## config.mk

```make
export PLATFORM = sky130hd
export DESIGN_NAME = dispense_controller
export DESIGN_NICKNAME = d
export VERILOG_FILES = /design/src/rtl/water_dispenser_pkg.sv /design/src/rtl/down_counter.sv /design/src/rtl/dispense_controller.sv
export SDC_FILE = /design/constraint.sdc
export NUM_CORES = 1
export LEC_CHECK = 0
export CELL_PAD_IN_SITES_DETAIL_PLACEMENT = 0
export CELL_PAD_IN_SITES_GLOBAL_PLACEMENT = 1
export CORE_MARGIN = 2
export CORE_UTILIZATION = 39
export DETAILED_ROUTE_END_ITERATION = 8
export PLACE_DENSITY_LB_ADDON = 0.1
export REMOVE_ABC_BUFFERS = 1
export SKIP_CTS_REPAIR_TIMING = 1
export SYNTH_ARGS = -nofsm -noshare
export SYNTH_HDL_FRONTEND = slang
export SYNTH_SLANG_ARGS = --single-unit
```

## constraint.sdc

```tcl
create_clock -name clock -period 2.6 [get_ports clock]
set_input_delay 0.78 -clock clock [delete_from_list [all_inputs] [get_ports clock]]
set_output_delay 0.78 -clock clock [all_outputs]
set_load 0.05 [all_outputs]
```

## src/rtl/water_dispenser_pkg.sv

```systemverilog
// Shared definitions for the water dispenser: FSM state encodings, default
// timing constants and a width helper.
package water_dispenser_pkg;

  typedef enum logic [1:0] {
    IDLE       = 2'd0,
    DISPENSING = 2'd1,
    COOLDOWN   = 2'd2
  } state_e;

  localparam int DEFAULT_DISPENSE_CYCLES = 50_000_000;
  localparam int DEFAULT_COOLDOWN_CYCLES = 5_000_000;

  function automatic int max_cycles(input int a, input int b);
    return (a > b) ? a : b;
  endfunction

endpackage

```

## src/rtl/down_counter.sv

```systemverilog
// Loadable down counter that saturates at zero and flags when it gets there.
module down_counter #(
  parameter int WIDTH = 8
) (
  input  logic             clock,
  input  logic             reset,
  input  logic             load,
  input  logic [WIDTH-1:0] load_value,
  input  logic             dec,
  output logic [WIDTH-1:0] count,
  output logic             zero
);

  logic [WIDTH-1:0] count_reg;

  // Decrement is gated by zero so the count can never wrap.
  always_ff @(posedge clock or negedge reset) begin
    if (!reset) begin
      count_reg <= '0;
    end else if (load) begin
      count_reg <= load_value;
    end else if (dec && (count_reg != '0)) begin
      count_reg <= count_reg - 1'b1;
    end
  end

  assign count = count_reg;
  assign zero  = (count_reg == '0);

endmodule

```

## src/rtl/dispense_controller.sv

```systemverilog
// Timed water-valve controller: one dispense per start request, abortable,
// followed by a lockout period. All outputs come straight from flops.
module dispense_controller
  import water_dispenser_pkg::*;
#(
  parameter int DISPENSE_CYCLES = DEFAULT_DISPENSE_CYCLES,
  parameter int COOLDOWN_CYCLES = DEFAULT_COOLDOWN_CYCLES,
  parameter int COUNTER_WIDTH   = $clog2(max_cycles(DISPENSE_CYCLES, COOLDOWN_CYCLES) + 1)
) (
  input  logic                     clock,
  input  logic                     reset,
  input  logic                     start_pulse,
  input  logic                     stop_pulse,
  output logic                     valve_open,
  output logic                     busy,
  output logic                     done_pulse,
  output logic [COUNTER_WIDTH-1:0] remaining
);

  localparam logic [COUNTER_WIDTH-1:0] DISPENSE_LOAD = COUNTER_WIDTH'(DISPENSE_CYCLES - 1);
  localparam logic [COUNTER_WIDTH-1:0] COOLDOWN_LOAD =
    COUNTER_WIDTH'((COOLDOWN_CYCLES == 0) ? 0 : COOLDOWN_CYCLES - 1);

  state_e state_reg, state_next;

  logic                     valve_reg, valve_next;
  logic                     busy_reg, busy_next;
  logic                     done_reg, done_next;
  logic [COUNTER_WIDTH-1:0] remaining_reg, remaining_next;

  logic                     cnt_load;
  logic [COUNTER_WIDTH-1:0] cnt_load_value;
  logic                     cnt_dec;
  logic [COUNTER_WIDTH-1:0] cnt_count;
  logic                     cnt_zero;

  // One counter times both the dispense window and the lockout that follows.
  down_counter #(
    .WIDTH(COUNTER_WIDTH)
  ) u_timer (
    .clock      (clock),
    .reset      (reset),
    .load       (cnt_load),
    .load_value (cnt_load_value),
    .dec        (cnt_dec),
    .count      (cnt_count),
    .zero       (cnt_zero)
  );

  always_ff @(posedge clock or negedge reset) begin
    if (!reset) begin
      state_reg     <= IDLE;
      valve_reg     <= 1'b0;
      busy_reg      <= 1'b0;
      done_reg      <= 1'b0;
      remaining_reg <= '0;
    end else begin
      state_reg     <= state_next;
      valve_reg     <= valve_next;
      busy_reg      <= busy_next;
      done_reg      <= done_next;
      remaining_reg <= remaining_next;
    end
  end

  always_comb begin
    state_next     = state_reg;
    valve_next     = 1'b0;
    busy_next      = 1'b0;
    done_next      = 1'b0;
    remaining_next = '0;
    cnt_load       = 1'b0;
    cnt_load_value = DISPENSE_LOAD;
    cnt_dec        = 1'b0;

    unique case (state_reg)
      IDLE: begin
        // A simultaneous stop cancels the start.
        if (start_pulse && !stop_pulse) begin
          state_next     = DISPENSING;
          cnt_load       = 1'b1;
          valve_next     = 1'b1;
          busy_next      = 1'b1;
          remaining_next = DISPENSE_LOAD;
        end
      end

      DISPENSING: begin
        if (stop_pulse || cnt_zero) begin
          done_next      = 1'b1;
          cnt_load       = 1'b1;
          cnt_load_value = COOLDOWN_LOAD;
          if (COOLDOWN_CYCLES > 0) begin
            state_next = COOLDOWN;
            busy_next  = 1'b1;
          end else begin
            state_next = IDLE;
          end
        end else begin
          cnt_dec        = 1'b1;
          valve_next     = 1'b1;
          busy_next      = 1'b1;
          remaining_next = cnt_count - 1'b1;
        end
      end

      COOLDOWN: begin
        if (cnt_zero) begin
          state_next = IDLE;
        end else begin
          cnt_dec   = 1'b1;
          busy_next = 1'b1;
        end
      end

      default: state_next = IDLE;
    endcase
  end

  assign valve_open = valve_reg;
  assign busy       = busy_reg;
  assign done_pulse = done_reg;
  assign remaining  = remaining_reg;

endmodule

```

==> metrics.yaml <==
floorplan:
  die_h_um: 89.55
  die-area_mm2: 0.008018
  core-area_mm2: 0.007176
  initial_utilization_pct: 39.77
  die_x_um: 89.55
  rows: 31
  io_pins: 33
global_routing:
  grt_pass1_wl_um: 11830
  track_usage_pct: 19.78
  grt_max_degree: 58
  antenna_found_initial: 0
  grt_pass1_vias: 2371
  gr-total-overflow: 0
clock_network:
  cts_num_sinks: 57
  path_clk_slew_ps: 70
  clk_latency_ps: 340
  cts.htree.levels: 3
  clock_path_buffers: 2
  cts_tree: "done"
  numCtsBuffers: 9
  cts-root-buf: "clkbuf_8"
logic_synthesis:
  synth_edf_count: 0
  synth-seq-area-share_pct: 49.98
  synth_seq_cells: 57
  syn_inst: 288
  yosysUniqueCellTypes: 42
  async_flop_share_pct: 100.0
  mappedNetlistArea_mm2: 0.002854
  yosys_warnings: 0
  yosys_most_used_dff: "dfrtp_1"
  syn_avg_cell_area_um2: 9.910
finish:
  area_growth_pct: 32.31
  multi_input_area_mm2: 0.001366
  layout.nets: 369
  layout-drive-gt1-share_pct: 20.11
  seq_area_mm2: 0.001426
  diodes: 0
  n_fill_cell: 679
  final_core_util_pct: 52.62
sta:
  slew_violations: 0
  finalWorstSetupSlack_ps: 54.10
  worst_pin_slew_ps: 624.6
  min_period_over_period_pct: 97.92
  setup_violations: 0
  fmax_mhz: 392.8
  slew_headroom_pct: 58.17
  rsz0062_at_grt: "yes"
  finalHoldViolations: 0
  skew_ps: 11.06
  min_period_ps: 2546
worst_setup_path:
  critPathLaunchType: "register"
  critical_path_required_ps: 2820
  cpMaxStageDelayCell: "or4_4"
  crit_top_cell: "or4_4"
  crit_type: "register to register"
  path_cells: "or4_4 > or4_4 > or3_4 > o211a_1 > or3_1"
  critPathMaxStageDelay_ps: 580
  path_max_fanout: 3
  critPathBufInv: 0
  cp_top_family: "simple AND/OR/NAND/NOR gates"
  setup.worst_path.end_class: "register"
  arrival_ps: 2760
routing:
  ant_nets: 0
  wl_per_cell_um: 15.51
  first_pass_iters: 4
  wirelength_um: 7166
  drc_errors: 0
  via_count: 2421
  drtIter0Drc: 126
  drt-vias-per-instance: 5.240
hold_path:
  min_path_type: "input port to async pin"
place:
  gp_congestion: 0.8418
  io_buffer_count: 32
  post-dp-hpwl_um: 5056
  pre_cts_slack_ps: -97.96
power:
  p_total_mw: 3.738
  p_per_area_mw_per_mm2: 989.9
  ir_worst_vdd_mv: 0.4947
  p_leak_nw: 1.537
run_status:
  outcome: "finished, final reports clean"
job:
  maxCapViolCount: 0
layer usage:
metal  share of wire (%)  wire, um  GRT usage (%)  up-vias
met2                  48      3430          31.48       36
met5                   0         0              0        -
met1                  48      3434          26.84     1185
met4                 1.8       127          7.734        0
met3                 2.4       175          3.324        9
li1                    -         -              -     1191
power by group:
| group | leakage (nW) | switching, mW | internal [mW] | total (mW) |
|---|---|---|---|---|
| Sequential | 0.700 | 0.157 | 1.13 | 1.29 |
| Combinational | 0.757 | 1.04 | 0.678 | 1.72 |
| Clock | 0.0802 | 0.372 | 0.362 | 0.734 |
| Total | 1.54 | 1.57 | 2.17 | 3.74 |
layout by cell type (no fill, tap or decap), drive strengths merged, types with 5 or more instances in the layout:
| cell | instances |
|---|---|
| o31ai | 6 |
| nor2 | 26 |
| inv | 7 |
| nand3b | 5 |
| nor3 | 6 |
| or4 | 10 |
| nand3 | 6 |
| or3 | 19 |
| a21oi | 8 |
| nand2 | 12 |
| ha | 6 |
| clkdlybuf4s50 | 31 |
| buf | 44 |
| dfrtp | 57 |
| nor4 | 6 |
| o21ai | 33 |
| xor2 | 14 |
| a31oi | 14 |
| clkbuf | 10 |
| xnor2 | 8 |
synthesized netlist by cell type (2+ instances only):
cell / n / share of area [%]
buf_2: 4 / 0.70
xor2_1: 14 / 4.3
nor3_1: 6 / 1.1
o21ai_0: 33 / 5.8
nand2b_1: 2 / 0.44
inv_1: 7 / 0.92
dfrtp_1: 57 / 50
or4_1: 7 / 1.8
nand4b_1: 2 / 0.61
and3_1: 3 / 0.66
clkbuf_1: 11 / 1.4
o211a_1: 2 / 0.70
a311o_1: 2 / 0.70
o31ai_1: 6 / 1.6
xnor2_1: 8 / 2.5
a311oi_1: 2 / 0.61
and2_1: 2 / 0.44
nand2_1: 12 / 1.6
nor4_1: 5 / 1.1
or3_1: 18 / 3.9
nor2_1: 26 / 3.4
a21oi_1: 8 / 1.4
nand3b_1: 5 / 1.3
or2_2: 3 / 0.66
nand3_1: 6 / 1.1
ha_1: 6 / 2.6
or4_2: 2 / 0.61
a31oi_1: 14 / 3.1
o21a_1: 2 / 0.53
cell families after synthesis:
group                    after synthesis  share of synthesized area (%)
AO/OA/AOI/OAI                         75                          16.13
XOR/XNOR                              22                          6.752
adder cells (fa/ha/maj)                6                          2.630
buffers and inverters                 22                          3.069
flip-flops                            57                          49.98
multiplexers                           1                         0.3507
AND/OR/NAND/NOR                      105                          21.09
cell type report:
type	instances	share of cell area, %
tap	99	3.280
clock buffer	10	3.645
multi-input combinational	209	36.18
timing repair buffer	75	17.56
clock inverter	5	0.8615
inverter	7	0.6958
sequential	57	37.77
stage by stage:
stage / hold slack, ps / instance area (um^2) / TNS (ps) / instances
2_1_floorplan: 484.4 / 2793 / -34.60 / 273
3_3_place_gp: 566.0 / 3580 / -172.0 / 447
3_5_place_dp: 583.7 / 3580 / -610.3 / 447
4_1_cts: 441.6 / 3750 / -11.51 / 462
5_1_grt: 447.4 / 3776 / -18.22 / 462
6_report: 433.0 / 3776 / 0 / 462
final timing paths:
| path | start | end | slack, ps | depth (start not counted) |
|---|---|---|---|---|
| max | u_timer.count[9] | u_timer.count[18] | 50 | 5 |
| min | reset | remaining[4] | 430 | 2 |
| max reg2reg | u_timer.count[9] | u_timer.count[18] | 50 | 5 |
| min reg2reg | state_reg[1] | busy | 600 | 2 |
| max in group asynchronous | reset | u_timer.count[21] | 1910 | 2 |
| min in group clock | state_reg[1] | busy | 600 | 2 |
Power figures use the tool's default switching activity.
